## config.mk

```make
export PLATFORM = sky130hd
export DESIGN_NAME = sync_fifo
export DESIGN_NICKNAME = d
export VERILOG_FILES = /design/src/rtl/sync_fifo.sv
export SDC_FILE = /design/constraint.sdc
export NUM_CORES = 1
export LEC_CHECK = 0
export CORE_MARGIN = 2
export CORE_UTILIZATION = 50
export CTS_CLUSTER_SIZE = 28
export DETAILED_ROUTE_END_ITERATION = 7
export GPL_TIMING_DRIVEN = 0
export PLACE_DENSITY_LB_ADDON = 0.25
export SYNTH_ARGS = -nofsm -noshare
export SYNTH_HDL_FRONTEND = slang
export SYNTH_SLANG_ARGS = --single-unit
```

## constraint.sdc

```tcl
create_clock -name clk -period 3.2 [get_ports clk]
set_input_delay 0.32 -clock clk [delete_from_list [all_inputs] [get_ports clk]]
set_output_delay 0.32 -clock clk [all_outputs]
set_load 0.05 [all_outputs]
```

## src/rtl/sync_fifo.sv

```systemverilog
// sync_fifo: single-clock FIFO with almost-full/almost-empty thresholds and sticky overflow/underflow flags
module sync_fifo #(
    parameter int DATA_W    = 8,
    parameter int DEPTH     = 16,
    parameter int CNT_W     = 5,
    parameter int AF_THRESH = 14,
    parameter int AE_THRESH = 2
) (
    input  logic              clk,
    input  logic              rstn,
    input  logic              push,
    input  logic              pop,
    input  logic [DATA_W-1:0] data_in,
    input  logic              clr_err,
    output logic [DATA_W-1:0] data_out,
    output logic [CNT_W-1:0]  count,
    output logic              fifo_full,
    output logic              fifo_empty,
    output logic              almost_full,
    output logic              almost_empty,
    output logic              overflow,
    output logic              underflow
);
    localparam int AW = $clog2(DEPTH);

    logic [DATA_W-1:0] mem [DEPTH];
    logic [AW-1:0]     wr_ptr;
    logic [AW-1:0]     rd_ptr;
    logic              wr_ok;
    logic              rd_ok;

    // Status flags decode only the count register, so push/pop never reach them combinationally.
    always_comb begin
        fifo_full    = count == CNT_W'(DEPTH);
        fifo_empty   = count == '0;
        almost_full  = count >= CNT_W'(AF_THRESH);
        almost_empty = count <= CNT_W'(AE_THRESH);
        wr_ok        = push & (!fifo_full | pop);
        rd_ok        = pop & !fifo_empty;
    end

    // Storage is deliberately left unreset; reads only ever reach written entries.
    always_ff @(posedge clk) begin
        if (wr_ok) mem[wr_ptr] <= data_in;
    end

    // Pointers, occupancy, registered read data and the sticky error flags.
    always_ff @(posedge clk or negedge rstn) begin
        if (!rstn) begin
            wr_ptr    <= '0;
            rd_ptr    <= '0;
            count     <= '0;
            data_out  <= '0;
            overflow  <= 1'b0;
            underflow <= 1'b0;
        end else begin
            if (wr_ok) wr_ptr <= wr_ptr + AW'(1);
            if (rd_ok) begin
                rd_ptr   <= rd_ptr + AW'(1);
                data_out <= mem[rd_ptr];
            end
            count     <= (wr_ok && !rd_ok) ? count + CNT_W'(1) :
                         (rd_ok && !wr_ok) ? count - CNT_W'(1) : count;
            overflow  <= (push & !wr_ok) | (overflow & !clr_err);
            underflow <= (pop & !rd_ok) | (underflow & !clr_err);
        end
    end
endmodule

```

## Word-level counts from Yosys, hierarchy flattened

Memories as Yosys holds them, arrays and structs flattened. A register that Yosys moved wholly into a read port is not among the register bits.
Index checks and enable logic that the tools add are counted.

| operators by class | value |
|---|---|
| add/subtract/negate cells | 4 |
| order comparisons | 2 |
| equal/unequal tests | 1 |
| muxes and demuxes | 4 |
| bitwise logic cells | 9 |
| reduce and logical (&&, ||, !) cells | 10 |

Operators with widths:

| cell | number |
|---|---|
| 5-bit two-way mux | 2 |
| 4-bit by 1-bit adder with 4-bit output, second input constant | 2 |
| 1-bit AND | 6 |
| 1-bit logical NOT | 6 |
| 5-bit by 1-bit adder with 5-bit output, second input constant | 1 |
| 5-bit equality test, second input constant | 1 |
| 5-bit by 4-bit greater-or-equal comparator with 1-bit output, second input constant | 1 |
| 5-bit by 2-bit <= comparator with 1-bit output, second input constant | 1 |
| 5-bit logical NOT | 1 |
| 5-bit by 1-bit subtractor with 5-bit output, second input constant | 1 |
| 1-bit OR | 3 |
| 1-bit logical AND | 2 |
| 1-bit two-way mux | 2 |
| 2-bit nonzero test | 1 |

| storage, ports and cells | value |
|---|---|
| bits in registers | 15 |
| RAM bits | 128 |
| input bits | 13 |
| output and inout bits | 19 |
| logic and storage cells | 36 |
| memories kept | 1 |

Memory list:

| memory | words | width | read ports | clocked after Yosys merged registers in | write ports | line | text |
|---|---|---|---|---|---|---|---|
| mem | 16 | 8 | 1 | 1 | 1 | 26 | `logic [DATA_W-1:0] mem [DEPTH];` |

## Logic depth before layout (Yosys ltp)

| logic depth | value |
|---|---|
| word-level depth | 8 |
| mapped depth | 11 |

## Worst setup path after synthesis

No wires, ideal clock.

| timing path | value |
|---|---|
| kind | flip-flop to output port |
| from | register count[1] |
| to | output almost_empty |
| arrival time | 3.177 ns |
| required time | 2.880 ns |
| setup slack | -0.297 ns |
| cell stages (with the launch flop) | 2 |
| buffers on the path | 0 |
| cells stage by stage | dfrtp_1 -> a2111oi_0 |

| on the way | value |
|---|---|
| longest elaborated chain between the ends | 1 |

RTL lines:

| item | line | text |
|---|---|---|
| from (decl) | 16 | `output logic [CNT_W-1:0] count,` |
| from (signal assigned) | 62 | `count <= (wr_ok && !rd_ok) ? count + CNT_W'(1) :` |
| 5-bit by 2-bit <= comparator with 1-bit output | 37 | `almost_empty = count <= CNT_W'(AE_THRESH);` |
| to (decl) | 20 | `output logic almost_empty,` |

No other way between the ends.

## Worst setup path in the final report

| timing path | value |
|---|---|
| from | register count[0] |
| to | register count[4] |

| on the way | value |
|---|---|
| longest elaborated chain between the ends | 7 |
| elaborated cells between the ends (all ways) | 16 |

RTL lines:

| item | line | text |
|---|---|---|
| 5-bit equality test | 34 | `fifo_full = count == CNT_W'(DEPTH);` |
| 1-bit logical NOT | 38 | `wr_ok = push & (!fifo_full \| pop);` |
| 1-bit OR | 38 |  |
| 1-bit AND | 38 |  |
| 1-bit logical NOT | 63 | `(rd_ok && !wr_ok) ? count - CNT_W'(1) : count;` |
| 1-bit logical AND | 63 |  |
| 2-bit nonzero test (no line) | n/a |  |

Several ways; a longest one is shown, not always the timed one. The select of a mux whose other input is x is not followed.
A chain may end at the register's enable or synchronous reset.

==> flow_summary.ini <==
[power_and_ir_drop]
power.total_mw = 6.792
p_leak_nw = 2.454
power.density_nw_per_um2 = 950.9
peakVddDrop_mv = 0.4941

[routing]
wl_per_cell_um = 21.87
antenna_left = 0
via_count = 2970
detail_route.first_pass.iterations = 4
postRouteWirelength_um = 11370
drtIter0Drc = 289
post_drt_via_cell_ratio = 5.712
drc = 0

[hold_path]
hold_path.class = register to register

[floorplan]
fp.dieW_um = 114.1
dieArea_sq_um = 13010
num_rows = 40
io_pins = 32
initial_core_util_pct = 50.85
core-area_sq_um = 11910
die_y_um = 114.1

[cells_and_area]
utilization_pct = 59.97
syn2layout_area_growth_pct = 17.93
final_area_sq_um = 7143
num_antenna_cells = 0
fill_cells = 872
nNetsFinal = 383
drive_gt1_share_pct = 21.45

[sta]
max_slew_margin_pct = 22.35
fin_setup_tns_ps = 0
tightestPinTransition_ps = 1161
finalHoldViolations = 0
skew_ps = 10.79
setup_viol = 0
fmax_mhz = 333.8
hold_ws_ps = 492.4
rsz0062_at_grt = false
period_needed_ps = 2996
post-route-period-util_pct = 93.63
slew_viol_final = 0

[cts]
insertion_delay_ps = 420
cts_buffers = 17
clk_pin_slew_ps = 60
cts_sinks = 151
cts_tree = built
clk_path_buf_depth = 2
cts_root_buf = clkbuf_16
htreeDepth = 4

[setup_path]
start_kind = register
rr_worst_depth = 11
reg2reg_to = count[4]
ff2ff_setup_slack_ps = 200
rr_startpoint = count[0]
path_class = register to register
arrival_ps = 3340
cp.required_ps = 3550
critPathMaxFanout = 10
crit_path_end_kind = register
worstSetupEndpoint = count[4]
crit_path_start = count[0]

[grt]
grt-ovfl-total = 0
antenna_found_initial = 0
grtUsageTotal_pct = 19.55
grt_max_degree = 24
grt_pass1_vias = 3001
grt_first_pass_wirelength_um = 17670

[synthesis]
ys_types = 35
postSynthAreaPerCell_sq_um = 19.54
synth_top_area_share_pct = 63.46
syn_nets = 333
netlist_instances = 310
ys_warn_count = 0
yosys-top-cells-area = edfxtp_1, mux4_2, dfrtp_1
ys_seq_area_share_pct = 72.96
synth_seq_cells = 151
yosys.area.top_type = edfxtp_1
synth_area_sq_um = 6057

[place]
gp_congestion = 0.7679
post_dp_cell_area_sq_um = 6553
io_buffers = 31
dp_hpwl_um = 7335

[job]
cap_violations = 0

[run_status]
outcome = finished, final reports clean
-- flip-flops by register name (all words and copies together) (netlist names) --
name,cells
wr_ptr,4
underflow,1
count,5
data_out,8
overflow,1
rd_ptr,4
mem,128
-- synthesized netlist by cell type (all sizes together) --
cell     instances
a21oi            2
nor3b            2
edfxtp         128
clkbuf           4
a311oi           1
and3             1
ha               9
xnor2            9
mux2i           16
nor3             2
buf              9
o21ai            3
fa               1
a2111oi          2
mux2             1
inv              7
and2            16
or4              1
nand2b           1
nand4            2
dfrtp           23
xor2             1
o21a             1
mux4            32
nor2b            1
a21o             2
nor2             5
a22o             2
nand3            1
o221ai           7
o31ai            1
nand2           17
-- worst min path at each step --
stage | end | slack [ps] | depth (start not counted) | from
after floorplan | count[0] | 20 | 0 | rstn
after global placement | data_out[0] | 480 | 2 | data_out[0]
after detailed placement | data_out[4] | 480 | 2 | data_out[4]
after CTS | data_out[4] | 500 | 2 | data_out[4]
after global routing | data_out[1] | 530 | 2 | data_out[1]
final | data_out[4] | 490 | 2 | data_out[4]
-- layout make-up --
cell class                      count  area, sq um  area share [%]
Clock inverter                     14        146.4           2.049
Sequential cell                   151         4422           61.90
Inverter                            7        26.28          0.3678
Clock buffer                       18        429.2           6.008
Tap cell                          147        183.9           2.575
Buffer                             13        67.56          0.9459
Multi-Input combinational cell    139         1558           21.81
Timing Repair Buffer               31        310.3           4.344
-- through the flow --
step / setup WS, ps / std cells
after floorplan: 64.67 / 310
after global placement: 96.64 / 488
after detailed placement: 13.43 / 488
after CTS: 17.35 / 520
after global routing: 31.91 / 520
final: 203.9 / 520
-- worst max-delay path, cell delays in order (launching register included) --
cell and delay [ps]:
dfrtp_2 460, or4_4 580, o21a_4 260, inv_2 70, buf_6 150, ha_1 170, inv_1 110, fa_2 370
a21o_1 180, a21oi_1 180, mux2i_1 260, xnor2_1 140
-- per-layer routing --
metal | part of all wire (%) | track usage [%] | up-vias
met5 | 0 | 0 | -
met3 | 5.9 | 4.341 | 18
met4 | 2.0 | 8.780 | 0
met1 | 43 | 27.12 | 1531
li1 | - | - | 1341
met2 | 49 | 30.12 | 80
-- cell families after synthesis --
family | Yosys count | share of synthesized area (%)
buf+inv | 20 | 1.487
simple gates | 49 | 4.297
flops | 151 | 72.96
xor+xnor | 10 | 1.446
fa+ha+maj | 10 | 2.190
mux | 49 | 14.73
compound gates | 21 | 2.892
-- timing repair --
action / CTS / global route
setup endpoints to repair: 1 / 1
buffers inserted: 0 / 0
pin swaps: 0 / 1
hold buffers: 0 / 0
gates resized for setup: 1 / 4
-- cells in the final DEF (no fill, tap or decap), drive strengths merged, types with 9 or more instances in the layout --
cell type	n
edfxtp	128
mux4	32
clkdlybuf4s50	31
dfrtp	23
clkbuf	22
nand2	17
and2	16
mux2i	16
inv	11
xnor2	9
ha	9
buf	9
-- where the power goes --
part	total (mW)	internal (mW)	leakage (nW)	switching [mW]
sequential	2.61	2.45	1.43	0.161
combinational	2.26	0.952	0.742	1.31
clock	1.92	1.15	0.279	0.774
No activity file was read; power rests on OpenSTA's default activity.
